### config.mk
export PLATFORM = sky130hd
export DESIGN_NAME = serial_subtractor_flat
export DESIGN_NICKNAME = d
export VERILOG_FILES = /design/src/rtl/serial_subtractor_if.sv /design/src/rtl/serial_subtractor.sv /design/src/flat_wrapper.sv
export SDC_FILE = /design/constraint.sdc
export NUM_CORES = 1
export LEC_CHECK = 0
export CAP_MARGIN = 20
export CORE_UTILIZATION = 49
export DETAILED_ROUTE_END_ITERATION = 8
export GPL_TIMING_DRIVEN = 0
export PLACE_DENSITY = 0.74
export SYNTH_ARGS = -nofsm -noshare
export SYNTH_HDL_FRONTEND = slang
export SYNTH_SLANG_ARGS = --single-unit
### constraint.sdc
create_clock -name clk -period 1.8 [get_ports clk]
set_input_delay 0.54 -clock clk [delete_from_list [all_inputs] [get_ports clk]]
set_output_delay 0.54 -clock clk [all_outputs]
set_load 0.01 [all_outputs]
### src/rtl/serial_subtractor_if.sv
// Operand/result bundle for the bit-serial subtractor: start handshake,
// switch/key operands, LED difference, borrow and busy/done status.
interface serial_subtractor_if #(
  parameter int WIDTH = 4
);
  logic             start;
  logic [WIDTH-1:0] Switch;
  logic [WIDTH-1:0] Key;
  logic [WIDTH-1:0] LED;
  logic             borrow;
  logic             busy;
  logic             done;

  modport master (
    output start, Switch, Key,
    input  LED, borrow, busy, done
  );

  modport slave (
    input  start, Switch, Key,
    output LED, borrow, busy, done
  );
endinterface

### src/rtl/serial_subtractor.sv
// Bit-serial Switch - Key, LSB first, through one full-subtractor cell and a
// borrow flop; result lands on LED/borrow together with a one-cycle done.
module serial_subtractor #(
  parameter int WIDTH = 4
) (
  input  logic               clk,
  input  logic               rst,
  serial_subtractor_if.slave bus
);

  localparam int CNT_W = $clog2(WIDTH + 1);
  localparam logic [CNT_W-1:0] LAST_CNT = CNT_W'(WIDTH - 1);

  typedef enum logic [1:0] {
    ST_IDLE  = 2'd0,
    ST_SHIFT = 2'd1,
    ST_DONE  = 2'd2
  } state_t;

  state_t           state_q, state_d;
  logic [WIDTH-1:0] a_q, a_d;
  logic [WIDTH-1:0] b_q, b_d;
  logic [WIDTH-1:0] sh_q, sh_d;
  logic [WIDTH-1:0] led_q, led_d;
  logic [CNT_W-1:0] cnt_q, cnt_d;
  logic             br_q, br_d;
  logic             borrow_q, borrow_d;
  logic             diff_s;
  logic             br_nxt_s;
  logic             busy_s;
  logic             done_s;

  // State and datapath registers; rst wins over any start on the same edge.
  always_ff @(posedge clk) begin
    if (rst) begin
      state_q  <= ST_IDLE;
      a_q      <= '0;
      b_q      <= '0;
      sh_q     <= '0;
      led_q    <= '0;
      cnt_q    <= '0;
      br_q     <= 1'b0;
      borrow_q <= 1'b0;
    end else begin
      state_q  <= state_d;
      a_q      <= a_d;
      b_q      <= b_d;
      sh_q     <= sh_d;
      led_q    <= led_d;
      cnt_q    <= cnt_d;
      br_q     <= br_d;
      borrow_q <= borrow_d;
    end
  end

  // Next-state logic.
  always_comb begin
    state_d = state_q;
    case (state_q)
      ST_IDLE: begin
        if (bus.start) state_d = ST_SHIFT;
        else           state_d = ST_IDLE;
      end
      ST_SHIFT: begin
        if (cnt_q == LAST_CNT) state_d = ST_DONE;
        else                   state_d = ST_SHIFT;
      end
      ST_DONE: state_d = ST_IDLE;
      default: state_d = ST_IDLE;
    endcase
  end

  // Full-subtractor cell on the current LSBs.
  always_comb begin
    diff_s   = a_q[0] ^ b_q[0] ^ br_q;
    br_nxt_s = (~a_q[0] & b_q[0]) | (~(a_q[0] ^ b_q[0]) & br_q);
  end

  // Datapath update; the result registers load on the last SHIFT edge so
  // LED/borrow are already valid during the DONE cycle.
  always_comb begin
    a_d      = a_q;
    b_d      = b_q;
    sh_d     = sh_q;
    led_d    = led_q;
    cnt_d    = cnt_q;
    br_d     = br_q;
    borrow_d = borrow_q;
    case (state_q)
      ST_IDLE: begin
        if (bus.start) begin
          a_d   = bus.Switch;
          b_d   = bus.Key;
          sh_d  = '0;
          cnt_d = '0;
          br_d  = 1'b0;
        end else begin
          a_d = a_q;
        end
      end
      ST_SHIFT: begin
        a_d   = a_q >> 1;
        b_d   = b_q >> 1;
        sh_d  = {diff_s, sh_q[WIDTH-1:1]};
        br_d  = br_nxt_s;
        cnt_d = cnt_q + CNT_W'(1);
        if (cnt_q == LAST_CNT) begin
          led_d    = {diff_s, sh_q[WIDTH-1:1]};
          borrow_d = br_nxt_s;
        end else begin
          led_d = led_q;
        end
      end
      ST_DONE: begin
        cnt_d = cnt_q;
      end
      default: begin
        cnt_d = '0;
      end
    endcase
  end

  // Status decode straight from the state register.
  always_comb begin
    busy_s = 1'b0;
    done_s = 1'b0;
    case (state_q)
      ST_IDLE:  begin busy_s = 1'b0; done_s = 1'b0; end
      ST_SHIFT: begin busy_s = 1'b1; done_s = 1'b0; end
      ST_DONE:  begin busy_s = 1'b0; done_s = 1'b1; end
      default:  begin busy_s = 1'b0; done_s = 1'b0; end
    endcase
  end

  assign bus.LED    = led_q;
  assign bus.borrow = borrow_q;
  assign bus.busy   = busy_s;
  assign bus.done   = done_s;

endmodule

### src/flat_wrapper.sv
// flat-port wrapper written by rule: the top's interface ports become plain ports
module serial_subtractor_flat 
#(
  parameter int WIDTH = 4
)
  (clk, rst, bus_start, bus_Switch, bus_Key, bus_LED, bus_borrow, bus_busy, bus_done);
  serial_subtractor_if #(.WIDTH(WIDTH)) bus_i ();
  input  logic clk;
  input  logic rst;
  input wire logic [$bits(bus_i.start)-1:0] bus_start;
  input wire logic [$bits(bus_i.Switch)-1:0] bus_Switch;
  input wire logic [$bits(bus_i.Key)-1:0] bus_Key;
  output wire logic [$bits(bus_i.LED)-1:0] bus_LED;
  output wire logic [$bits(bus_i.borrow)-1:0] bus_borrow;
  output wire logic [$bits(bus_i.busy)-1:0] bus_busy;
  output wire logic [$bits(bus_i.done)-1:0] bus_done;
  assign bus_i.start = bus_start;
  assign bus_i.Switch = bus_Switch;
  assign bus_i.Key = bus_Key;
  assign bus_LED = bus_i.LED;
  assign bus_borrow = bus_i.borrow;
  assign bus_busy = bus_i.busy;
  assign bus_done = bus_i.done;
  serial_subtractor #(.WIDTH(WIDTH)) u_core (.clk(clk), .rst(rst), .bus(bus_i));
endmodule
==> key figures <==
Setup path
  • CP cell instances: clkdlybuf4s50_1
  • Signal arrival time at the worst endpoint: 1.19 ns
  • Path depth of the worst reg2reg path: 6
  • Terminus of the critical flop-to-flop path: u_core.bus.LED[0]$_SDFFE_PP0P_
  • Delay of the slowest cell on the worst path: 0.54 ns
  • CP top delay family: buffers and inverters
  • Startpoint Class: register
  • Worst flop-to-flop path startpoint: u_core.cnt_q[0]$_SDFFE_PP0P_
  • Crit. End Element: primary output
  • Slowest cell on crit path: clkdlybuf4s50_1
  • R2R setup slack: 0.26 ns
  • Start-to-end type of the worst setup path: reg2out
  • Max Fanout on Critical Path: 2
  • Number of buffer and inverter instances along the worst setup path: 1
  • Required time reported for the critical path endpoint: 1.26 ns
  • First element of the critical path: u_core.bus.LED[0]$_SDFFE_PP0P_

Worst hold path
  • Number of stages on the worst hold path: 2
  • Hold worst-path end: u_core.bus.LED[1]$_SDFFE_PP0P_
  • Launch point of the worst hold path: u_core.bus.LED[1]$_SDFFE_PP0P_
  • Class of the tightest hold or removal check: reg2reg

Placed design
  • Number of port buffers: 17
  • RD Place Congestion: 0.777
  • Total half-perimeter wirelength after legalization and detailed placement: 1.36 mm

Floorplanning
  • Core Footprint: 1750 um2
  • FP Rows: 15
  • Die outline area: 2070 um2
  • I/O Pins: 18
  • Width of the chip: 45.5 um
  • Starting Density: 0.531
  • Vertical die dimension: 45.5 um

Routing
  • First DRT Iteration DRCs: 5
  • Via count: 782
  • Number of vias per cell after detailed routing: 5.21
  • Wire length after detailed routing: 1.88 mm
  • Average detailed-routed wire length per instance: 12.5 um
  • Post-route antenna net violation count: 0
  • Number of DRC violations after detailed routing: 0
  • Number of detailed-routing iterations run before antenna repair: 3

Power and ir drop
  • Pwr Density: 767 nW/um2
  • Leakage power: 0.450 nW
  • Worst voltage drop across the vdd grid: 0.602 mV

Clock network
  • Number of sinks on the clock net: 22
  • CTS H-tree lvls: 1
  • Clock insertion delay at the later pin of the skew report: 0.30 ns
  • Max Buffers Root-to-Sink: 2
  • Hold-fix buffers at CTS: 0
  • TritonCTS clock tree: yes
  • Clock transition at the registers of the reported paths: 0.11 ns
  • Root Buffer: clkbuf_4
  • CTS buffer count: 3

GRT
  • Vias in the first global route: 717
  • Tot GR Track Use: 0.210
  • Total congestion overflow: 0
  • Antenna violations before repair: 0
  • Pin count of the biggest net entering global routing: 13
  • First-pass GRT wire length: 3.04 mm

Timing
  • Final Slew Violations: 0
  • Maximum frequency from static timing analysis: 578 MHz
  • Setup repair after global routing missed its margin: false
  • Final Critical Period: 1.73 ns
  • Final count of hold timing violations: 0
  • Part of the cycle the worst path needs: 0.961
  • Min Hold Slack: 0.460 ns
  • Worst slew margin relative to its limit: 0.669
  • Clock Skews: 0.00127 ns
  • Slew of the pin with the lowest slew margin: 0.496 ns
  • Final-report setup violation count: 0
  • Total Neg Setup Slack: 0 ns

Synthesis
  • Gate count of the mapped netlist: 101
  • Syn Area/Cell: 9.18 um2
  • Post-synthesis sequential element count: 22
  • Share of synthesized cell area in full adder, half adder and majority cells: 0.0486
  • Post-synth top area share: 0.475
  • Dominant register cell in the synthesized netlist: dfxtp_1
  • Mapped Area: 927 um2
  • Share of the synthesized area in compound gates (AO/OA/AOI/OAI): 0.229
  • Synth async-reset ratio: 0
  • Warnings from Yosys: 0
  • Count of flip-flops with a built-in enable after synthesis: 0
  • Parity-gate share of the synthesized area counting xor and xnor cells: 0
  • Leading cell type by number of instances after synthesis: dfxtp_1
  • Largest cells by area after synthesis: dfxtp_1 48%, nor2_1 7.7%, a211oi_1 4.0%, a22oi_1 4.0%, a21oi_1 3.2%
  • Main combinational cell family by area after synthesis: compound AO/OA/AOI/OAI gates
  • Number of different library cells in the post-synthesis netlist: 27
  • Library cell with the largest summed area after synthesis: dfxtp_1
  • Register area share after synthesis: 0.475
  • Synth cell count leaders: 22 x dfxtp_1, 19 x nor2_1, 6 x a21oi_1
  • Synth Net Count: 115
  • Simple-gate area share of the yosys netlist: 0.190
  • Mux cell area share after synthesis: 0

Final layout
  • Area occupied by multi-input gates: 439 um2
  • Ant. Diodes: 0
  • Total Nets Final: 140
  • Filler Cells Inserted: 153
  • Register cell area after layout: 448 um2
  • Share of layout cells above drive strength 1: 0.152
  • Synth-to-Final Area Change: 29.6%

Run status
  • Status: complete, no violations

Run
  • Maxcap violations: 0
## flip-flops by register name, summed over array words and instances (netlist names)
register	count
u_core.state_q	2
u_core.bus.borrow	1
u_core.a_q	4
u_core.b_q	4
u_core.br_q	1
u_core.sh_q	3
u_core.cnt_q	3
u_core.bus.LED	4
## metrics by stage
stage,std cells,cell area [um2],util,worst slack [ns],power (mW)
2_1_floorplan,101,927,-,0.512,0.610
3_3_place_gp,143,1130,0.647,-0.0920,0.656
3_5_place_dp,143,1130,0.647,-0.0941,0.660
4_1_cts,147,1170,0.670,-0.0810,0.923
5_1_grt,150,1200,0.688,0.0186,0.967
6_report,150,1200,0.688,0.0707,0.921
## repair_timing
action	4_1_cts	5_1_grt
resized for setup	6	7
buffers inserted	0	3
endpoints found under the setup margin	2	2
## worst reg2reg max path: cells and delay by family (launching register included)
family	cells	cell delay, ns
flops	1	0.38
simple gates	2	0.40
fa+ha+maj	2	0.29
buf+inv	1	0.30
compound gates	1	0.07
## worst max-delay path by stage
stage | cells after the start | end | slack, ns
6_report | 1 | bus_LED[0] | 0.07
5_1_grt | 1 | bus_LED[0] | 0.02
4_1_cts | 4 | bus_busy | -0.08
3_5_place_dp | 4 | bus_busy | -0.09
3_3_place_gp | 4 | bus_busy | -0.09
2_1_floorplan | 3 | bus_busy | 0.51
## cell families after synthesis
| family | count (synthesis) |
|---|---|
| flops | 22 |
| simple gates | 37 |
| compound gates | 27 |
| fa+ha+maj | 3 |
| buf+inv | 12 |
## power breakdown
part           switching (mW)  total [mW]  internal, mW
sequential             0.0140       0.520         0.506
combinational          0.0665       0.135        0.0683
clock                   0.143       0.266         0.123
## cells in the final DEF (no fill, tap or decap), types with 2 or more instances in the layout
master	netlist	routed
o2bb2ai_1	2	2
dfxtp_4	0	2
a21oi_1	6	6
a32oi_1	2	2
a211oi_1	5	5
nand3_1	5	5
clkdlybuf4s50_1	0	15
nor3_1	2	2
nand2b_1	3	3
clkbuf_1	3	3
buf_4	2	4
a22oi_1	5	5
dfxtp_1	22	20
nand2_1	4	4
inv_1	5	5
clkbuf_4	0	3
o22ai_1	2	2
nor2_1	19	19
ha_1	2	2
## area by class of cell
class / instances / area share
timing repair buffer: 20 / 0.156
inverter: 7 / 0.0240
buffer: 5 / 0.0250
sequential: 22 / 0.373
tap: 25 / 0.0260
clock buffer: 4 / 0.0302
multi-input combinational: 67 / 0.366
## per-layer routing
| layer | GRT usage | vias to the layer above | part of all wire |
|---|---|---|---|
| met2 | 0.334 | 12 | 0.47 |
| met5 | 0 | - | 0 |
| li1 | - | 405 | - |
| met3 | 0.0278 | 4 | 0.032 |
| met1 | 0.267 | 361 | 0.47 |
| met4 | 0.127 | 0 | 0.021 |
No activity file was read; power rests on OpenSTA's default activity.
